File: config.mk
export PLATFORM = sky130hd
export DESIGN_NAME = shift_seq_unit_flat
export DESIGN_NICKNAME = d
export VERILOG_FILES = /design/src/rtl/shift_seq_unit_if.sv /design/src/rtl/shift_seq_unit.sv /design/src/flat_wrapper.sv
export SDC_FILE = /design/constraint.sdc
export NUM_CORES = 1
export LEC_CHECK = 0
export ABC_AREA = 0
export ABC_CLOCK_PERIOD_IN_PS = 2700
export CAP_MARGIN = 40
export CORE_MARGIN = 5
export CORE_UTILIZATION = 25
export CTS_CLUSTER_SIZE = 12
export DETAILED_ROUTE_END_ITERATION = 8
export PLACE_DENSITY_LB_ADDON = 0.1
export SLEW_MARGIN = 15
export SYNTH_ARGS = -nofsm -noshare
export SYNTH_HDL_FRONTEND = slang
export SYNTH_SLANG_ARGS = --single-unit
File: constraint.sdc
create_clock -name clk -period 2.7 [get_ports clk]
set_clock_uncertainty 0.05 [all_clocks]
set_input_delay 0.54 -clock clk [delete_from_list [all_inputs] [get_ports clk]]
set_output_delay 0.54 -clock clk [all_outputs]
set_load 0.005 [all_outputs]
File: src/rtl/shift_seq_unit_if.sv
// rtl/shift_seq_unit_if.sv - handshake/data bundle for the sequential shifter
//
// Purpose: groups the request, operand and result signals of shift_seq_unit.
// Ports (as seen by the shifter through modport slave):
//   start          in   request, taken only when the shifter is not busy
//   mode           in   00 lsl, 01 lsr, 10 asr, 11 ror (or lsr when rotate is absent)
//   amount         in   number of single-bit steps
//   D              in   operand captured on an accepted start
//   shift_in_right in   fill bit entering the LSB on logical left
//   shift_in_left  in   fill bit entering the MSB on logical right
//   S              out  working/result register
//   bb_out         out  bit shifted out on the most recent step
//   busy           out  high while steps remain
//   done           out  one-cycle pulse when S and bb_out are final
// The master modport is the controller's view of the same signals.
interface shift_seq_unit_if #(
  parameter int WIDTH = 8,
  parameter int CNT_W = 4
);
  logic             start;
  logic [1:0]       mode;
  logic [CNT_W-1:0] amount;
  logic [WIDTH-1:0] D;
  logic             shift_in_right;
  logic             shift_in_left;
  logic [WIDTH-1:0] S;
  logic             bb_out;
  logic             busy;
  logic             done;

  modport master (
    output start, mode, amount, D, shift_in_right, shift_in_left,
    input  S, bb_out, busy, done
  );

  modport slave (
    input  start, mode, amount, D, shift_in_right, shift_in_left,
    output S, bb_out, busy, done
  );
endinterface

File: src/rtl/shift_seq_unit.sv
// rtl/shift_seq_unit.sv - sequential one-bit-per-clock shifter with start/busy/done
//
// Purpose: loads a WIDTH-bit operand and performs `amount` single-bit shifts,
// one per clock, in logical left, logical right, arithmetic right or rotate
// right mode.
// Optional feature macro: SHIFT_ROTATE_EN. When defined, mode 11 rotates right;
// when undefined, mode 11 behaves exactly as mode 01 (logical right).
// Ports:
//   clk    in  rising-edge clock
//   reset  in  synchronous active-high reset
//   bus    slave modport of shift_seq_unit_if (start/mode/amount/D/fills in,
//          S/bb_out/busy/done out)
// All outputs come straight from registers or state decode.
module shift_seq_unit #(
  parameter int WIDTH = 8,
  parameter int CNT_W = 4
) (
  input  logic           clk,
  input  logic           reset,
  shift_seq_unit_if.slave bus
);

  typedef enum logic [1:0] {
    IDLE  = 2'd0,
    SHIFT = 2'd1,
    DONE  = 2'd2
  } state_t;

  state_t           state_q, state_d;
  logic [WIDTH-1:0] s_q, s_d;
  logic [CNT_W-1:0] cnt_q, cnt_d;
  logic [1:0]       mode_q, mode_d;
  logic             bb_q, bb_d;

  always_ff @(posedge clk) begin
    if (reset) begin
      state_q <= IDLE;
      s_q     <= '0;
      cnt_q   <= '0;
      mode_q  <= 2'b00;
      bb_q    <= 1'b0;
    end else begin
      state_q <= state_d;
      s_q     <= s_d;
      cnt_q   <= cnt_d;
      mode_q  <= mode_d;
      bb_q    <= bb_d;
    end
  end

  always_comb begin
    state_d = state_q;
    s_d     = s_q;
    cnt_d   = cnt_q;
    mode_d  = mode_q;
    bb_d    = bb_q;

    case (state_q)
      // DONE accepts a new start exactly like IDLE so operations can run
      // back-to-back without a dead cycle.
      IDLE, DONE: begin
        if (bus.start) begin
          s_d    = bus.D;
          cnt_d  = bus.amount;
          mode_d = bus.mode;
          bb_d   = 1'b0;
          state_d = (bus.amount == '0) ? DONE : SHIFT;
        end else begin
          state_d = IDLE;
        end
      end

      SHIFT: begin
        // Fill bits are taken live on each step, mode comes from the latch.
        case (mode_q)
          2'b00: begin
            s_d  = {s_q[WIDTH-2:0], bus.shift_in_right};
            bb_d = s_q[WIDTH-1];
          end
          2'b10: begin
            s_d  = {s_q[WIDTH-1], s_q[WIDTH-1:1]};
            bb_d = s_q[0];
          end
`ifdef SHIFT_ROTATE_EN
          2'b11: begin
            s_d  = {s_q[0], s_q[WIDTH-1:1]};
            bb_d = s_q[0];
          end
`endif
          default: begin
            s_d  = {bus.shift_in_left, s_q[WIDTH-1:1]};
            bb_d = s_q[0];
          end
        endcase
        cnt_d = cnt_q - CNT_W'(1);
        if (cnt_q == CNT_W'(1)) begin
          state_d = DONE;
        end
      end

      default: begin
        state_d = IDLE;
      end
    endcase
  end

  assign bus.S      = s_q;
  assign bus.bb_out = bb_q;
  assign bus.busy   = (state_q == SHIFT);
  assign bus.done   = (state_q == DONE);

endmodule
File: src/flat_wrapper.sv
// flat-port wrapper written by rule: the top's interface ports become plain ports
module shift_seq_unit_flat 
#(
  parameter int WIDTH = 8,
  parameter int CNT_W = 4
)
  (clk, reset, bus_start, bus_mode, bus_amount, bus_D, bus_shift_in_right, bus_shift_in_left, bus_S, bus_bb_out, bus_busy, bus_done);
  shift_seq_unit_if #(.WIDTH(WIDTH), .CNT_W(CNT_W)) bus_i ();
  input  logic clk;
  input  logic reset;
  input wire logic [$bits(bus_i.start)-1:0] bus_start;
  input wire logic [$bits(bus_i.mode)-1:0] bus_mode;
  input wire logic [$bits(bus_i.amount)-1:0] bus_amount;
  input wire logic [$bits(bus_i.D)-1:0] bus_D;
  input wire logic [$bits(bus_i.shift_in_right)-1:0] bus_shift_in_right;
  input wire logic [$bits(bus_i.shift_in_left)-1:0] bus_shift_in_left;
  output wire logic [$bits(bus_i.S)-1:0] bus_S;
  output wire logic [$bits(bus_i.bb_out)-1:0] bus_bb_out;
  output wire logic [$bits(bus_i.busy)-1:0] bus_busy;
  output wire logic [$bits(bus_i.done)-1:0] bus_done;
  assign bus_i.start = bus_start;
  assign bus_i.mode = bus_mode;
  assign bus_i.amount = bus_amount;
  assign bus_i.D = bus_D;
  assign bus_i.shift_in_right = bus_shift_in_right;
  assign bus_i.shift_in_left = bus_shift_in_left;
  assign bus_S = bus_i.S;
  assign bus_bb_out = bus_i.bb_out;
  assign bus_busy = bus_i.busy;
  assign bus_done = bus_i.done;
  shift_seq_unit #(.WIDTH(WIDTH), .CNT_W(CNT_W)) u_core (.clk(clk), .reset(reset), .bus(bus_i));
endmodule
==> results.json, run 1 <==
{
  "cts_tree": "yes",
  "crit_required_ns": 2.11,
  "finalNetCount": 161,
  "drc": 0,
  "hpwl_mm": 1.87,
  "ys_top_cells_by_area": "dfxtp_1 (37%), nand2_1 (8.1%), a311oi_1 (6.6%)",
  "routed_via_density": 4.96,
  "fin_crit_sh": 0.732,
  "powerDensity_nw_per_um2": 531,
  "worstPathArrival_ns": 1.39,
  "ioPinCount": 30,
  "holdBufCountCts": 0,
  "peakVddDrop_mv": 0.200,
  "avgRoutedWirePerCell_um": 14.3,
  "worstReg2RegEnd": "u_core.bus.S[7]",
  "tightest_slew_ns": 0.714,
  "slew_viol_final": 0,
  "totalWireLength_mm": 2.67,
  "cap_violations": 0,
  "drt-initial-drc-count": 43,
  "clk_path_buf_depth": 2,
  "port-buffer-count": 29,
  "fmax_ghz": 0.506,
  "cts_setup_buffers": 0,
  "rows": 22,
  "track_usage": 0.112,
  "hold_end": "u_core.bus.bb_out",
  "total_power_mw": 0.687,
  "reg2reg_setup_slack_ns": 1.14,
  "cts_root_buf": "clkbuf_8",
  "hold_path_class": "reg2reg",
  "reg2reg_from": "u_core.mode_q[1]",
  "syn_nets": 134,
  "synth_top_area_frac": 0.367,
  "avgSynthCellArea_um2": 8.20,
  "p_leak_nw": 0.467,
  "place.gp.congestion": 0.750,
  "fin_area_um2": 1290,
  "start_util": 0.255,
  "antenna_found_initial": 0,
  "die_h_um": 70.9,
  "firstDrtPassIters": 4,
  "cts_made_buffers": 3,
  "cts.sinks": 17,
  "ys_types": 32,
  "ff2ff_path_depth": 3,
  "first_global_vias": 971,
  "synth_seq_cells": 17,
  "core_area_um2": 3630,
  "grt_pass1_wl_mm": 4.51,
  "drive_gt1_frac": 0.0576,
  "status": "finished clean",
  "clk_latency_ns": 0.25,
  "die_x_um": 70.9,
  "vias": 928,
  "yosys.area.top_type": "dfxtp_1",
  "htreeDepth": 1,
  "finalSetupViolCount": 0,
  "syn_to_final_growth_pct": 39.4,
  "rsz0062_at_grt": "no",
  "crit_path_end_kind": "output port",
  "placed_cell_area_um2": 1250,
  "synthesis.area_um2": 927,
  "crit_path_start_kind": "flip-flop",
  "hold_viol_final": 0,
  "min_path_cells": 2,
  "finalWorstPathRequiredPeriod_ns": 1.98,
  "path_clk_slew_ns": 0.06,
  "fillers": 406,
  "yosysSeqAreaShare": 0.367,
  "grt_start_max_net_pins": 26,
  "min_from": "u_core.bus.bb_out",
  "insertedDiodeCount": 0,
  "ys_warn_count": 0,
  "timing.slew.headroom": 0.522,
  "fin_tns_setup_ns": 0,
  "synth_cells": 113,
  "cp_max_fo": 7,
  "die_area_um2": 5030,
  "post_cts_resized": 0,
  "preCtsSetupSlack_ns": 0.617,
  "worst_slack_ns": 0.723,
  "grt_overflow": 0,
  "critPathKind": "reg2out",
  "antenna_left": 0
}
[cell type report]
type	instances	area (µm²)	area share
Sequential cell	17	340	0.263
Timing Repair Buffer	31	305	0.236
Tap cell	48	60.1	0.0465
Clock buffer	4	45.0	0.0348
Inverter	5	18.8	0.0145
Multi-Input combinational cell	82	523	0.405
[metrics by stage]
stage               hold WS (ns)   util  instances
CTS                        0.427  0.356        187
floorplan                  0.407      -        113
global route               0.468  0.356        187
detailed placement         0.416  0.343        183
global placement           0.411  0.343        183
finish                     0.425  0.356        187
[metal layers]
metal,part of all wire,global-route usage,up-vias
li1,-,-,464
met4,0.011,0.0418,0
met1,0.45,0.128,437
met2,0.48,0.194,23
met3,0.053,0.0369,4
met5,0,0,-
[cells by family after synthesis]
logic type	count (synthesis)	share of synthesized area
compound gates	41	0.329
fa+ha+maj	2	0.0270
buf+inv	14	0.0688
flops	17	0.367
simple gates	39	0.208
[cell usage after synthesis]
cell type and count:
buf_2 6, o21ai_0 1, clkbuf_1 2, a22oi_1 1, nor3b_1 1, a2111o_1 1
a311oi_1 7, a211oi_1 7, a221oi_1 1, inv_1 4, nor2b_1 1, buf_4 1
nand2_1 20, a2bb2oi_1 1, nand3_1 4, nand2b_1 2, o211ai_1 1, nor2_1 3
a21oi_1 7, inv_2 1, or2b_1 1, a21o_1 1, or3_1 3, nor2b_2 1
o21ai_1 1, a31oi_1 3, ha_1 2, dfxtp_1 17, o21a_1 8, and3b_1 2
or4_1 1, o41ai_2 1
[cells in the final DEF (no fill, tap or decap), types with 2 or more instances in the layout]
master,n
buf_4,2
nand2_1,20
a211oi_1,7
nand3_1,4
clkdlybuf4s50_1,29
o21a_1,8
a21oi_1,7
dfxtp_1,17
inv_1,4
nor2_1,3
a311oi_1,7
ha_1,2
and3b_1,2
clkbuf_8,3
or3_1,3
nand2b_1,2
a31oi_1,3
[where the power goes]
part / total [mW] / switching, mW / internal (mW)
Sequential: 0.309 / 0.0314 / 0.278
Clock: 0.196 / 0.0909 / 0.105
Combinational: 0.181 / 0.0818 / 0.0997
[how the worst max path moves through the flow]
stage	start	to	slack [ns]	cells past startpoint
after floorplan	bus_amount[1]	u_core.state_q[1]	1.25	3
after global placement	bus_start	u_core.bus.S[1]	0.66	5
after detailed placement	bus_start	u_core.bus.S[0]	0.62	5
after CTS	u_core.state_q[0]	bus_busy	0.70	3
after global routing	u_core.state_q[0]	bus_busy	0.61	3
final	u_core.state_q[0]	bus_busy	0.72	3
[flip-flops by register name (all words and copies together), names as in the netlist]
register,flops
u_core.bus.S,8
u_core.cnt_q,4
u_core.mode_q,2
u_core.state_q,2
u_core.bus.bb_out,1
[critical path: stages, from the launching register on]
cell	delay [ns]
dfxtp_1	0.39
nand2b_1	0.10
inv_2	0.13
clkdlybuf4s50_1	0.52
Power figures use the tool's default switching activity.
==> inputs of run 2 (changes only) <==
Settings changed: ABC_CLOCK_PERIOD_IN_PS 2700 to 1800.
Clock period 2.7 ns to 1.8 ns, I/O delays scaled along.
==> results.json, run 2 (synthesis gave the netlist of run 1 again) <==
{
  "status": "finished clean",
  "routed_via_density": 4.78,
  "p_comb_frac": 0.292,
  "syn_to_final_growth_pct": 48.2,
  "utilization": 0.378,
  "grt_overflow": 0,
  "cp_max_fo": 6,
  "die_area_um2": 5030,
  "firstDrtPassIters": 3,
  "ioPinCount": 30,
  "hold_viol_final": 0,
  "path_clk_slew_ns": 0.07,
  "start_util": 0.255,
  "grt_pass1_wl_mm": 4.31,
  "finalSetupViolCount": 0,
  "cts.sinks": 17,
  "insertedDiodeCount": 0,
  "clk_latency_ns": 0.25,
  "grt-busiest-layer": "met2",
  "crit_path_start_kind": "flip-flop",
  "crit_required_ns": 1.39,
  "total_power_mw": 1.05,
  "clockPowerShare": 0.274,
  "drt-initial-drc-count": 76,
  "placed_cell_area_um2": 1310,
  "drive_gt1_frac": 0.122,
  "critPathKind": "reg2out",
  "grtUsageMet1": 0.133,
  "worstPathArrival_ns": 1.34,
  "hold_path_class": "reg2reg",
  "fin_tns_setup_ns": 0,
  "track_usage": 0.107,
  "cts_made_buffers": 3,
  "port-buffer-count": 29,
  "met3_usage": 0.0256,
  "tightest_slew_ns": 0.511,
  "rows": 22,
  "final_cell_mix": "clkdlybuf4s50_1 (29), nand2_1 (20), dfxtp_1 (16)",
  "cap_violations": 0,
  "crit_path_end_kind": "output port",
  "timing.slew.headroom": 0.660,
  "p_leak_nw": 0.517,
  "switching_share": 0.286,
  "core_area_um2": 3630,
  "finalNetCount": 170,
  "cts_tree": "yes",
  "powerDensity_nw_per_um2": 763,
  "totalWireLength_mm": 2.55,
  "mostFrequentLayoutCell": "clkdlybuf4s50_1",
  "finalWorstPathRequiredPeriod_ns": 1.75,
  "fin_crit_sh": 0.972,
  "seqPwrFrac": 0.434,
  "grt_start_max_net_pins": 26,
  "htreeDepth": 1,
  "hpwl_mm": 1.88,
  "p_sw_mw": 0.300,
  "die_x_um": 70.9,
  "fin_area_um2": 1370,
  "cellInternalPower_mw": 0.749,
  "grt_use_met2": 0.173,
  "rsz0062_at_grt": "no",
  "antenna_found_initial": 0,
  "die_h_um": 70.9,
  "antenna_left": 0,
  "avgRoutedWirePerCell_um": 13.0,
  "cts_root_buf": "clkbuf_8",
  "fmax_ghz": 0.572,
  "first_global_vias": 965,
  "vias": 937,
  "largest_reg_flops": 8,
  "peakVddDrop_mv": 0.377,
  "clk_path_buf_depth": 2,
  "slew_viol_final": 0,
  "drc": 0,
  "place.gp.congestion": 0.795,
  "hold_slack_ns": 0.420
}
run 2: cell types whose count changed in the layout (fill, tap and decap cells not counted), sizes merged:
cell,before,now
buf,2,11
run 2: critical path, cell delays in order, from the launching register on:
cell and delay (ns):
dfxtp_1 0.30, nand2b_1 0.16, inv_2 0.11, clkdlybuf4s50_1 0.51
run 2: per-stage QoR:
stage | cells | worst slack [ns]
detailed placement | 189 | -0.0212
global placement | 189 | 0.0223
finish | 196 | 0.0503
global route | 196 | 0.00611
CTS | 193 | 0.0143
floorplan | 113 | 0.531
run 2: per-layer routing:
layer,part of all wire,wire [µm],vias to the layer above
li1,-,-,486
met1,0.46,1180,429
met2,0.48,1230,18
met3,0.041,105,4
met4,0.016,41,0
met5,0,0,-
run 2: area by class of cell:
cell class / instances / area [µm²]
Tap cell: 48 / 60.1
Inverter: 5 / 18.8
Fill cell: 393 / 2260
Timing Repair Buffer: 40 / 385
Clock buffer: 4 / 45.0
Sequential cell: 17 / 342
Multi-Input combinational cell: 82 / 523
run 2: worst paths after layout:
path | to | depth (start not counted) | from | slack, ns
setup / recovery | bus_busy | 3 | u_core.state_q[1] | 0.05
hold / removal | u_core.bus.bb_out | 2 | u_core.bus.bb_out | 0.42
setup reg to reg | u_core.bus.S[1] | 3 | u_core.state_q[0] | 0.49
hold reg to reg | u_core.bus.bb_out | 2 | u_core.bus.bb_out | 0.42
run 2: what timing repair did:
item                                    CTS  global route
hold buffers                              0             0
resized for setup                         1             0
endpoints found under the setup margin    1             1
hold endpoints to repair                  0             0
buffers inserted                          0             3
run 2: power groups by stage:
stage	logic (mW)	registers, mW	clock network, mW
after floorplan	0.157	0.457	0
after global placement	0.300	0.463	0
after CTS	0.301	0.456	0.300
final	0.306	0.455	0.287
after detailed placement	0.301	0.464	0
after global routing	0.342	0.462	0.313
==> inputs of run 3 (changes only) <==
Settings changed: CTS_CLUSTER_DIAMETER from default to 150, CTS_CLUSTER_SIZE 12 to default.
==> results of run 3 <==
The final DEF is identical to that of run 2; final timing and power are the same.
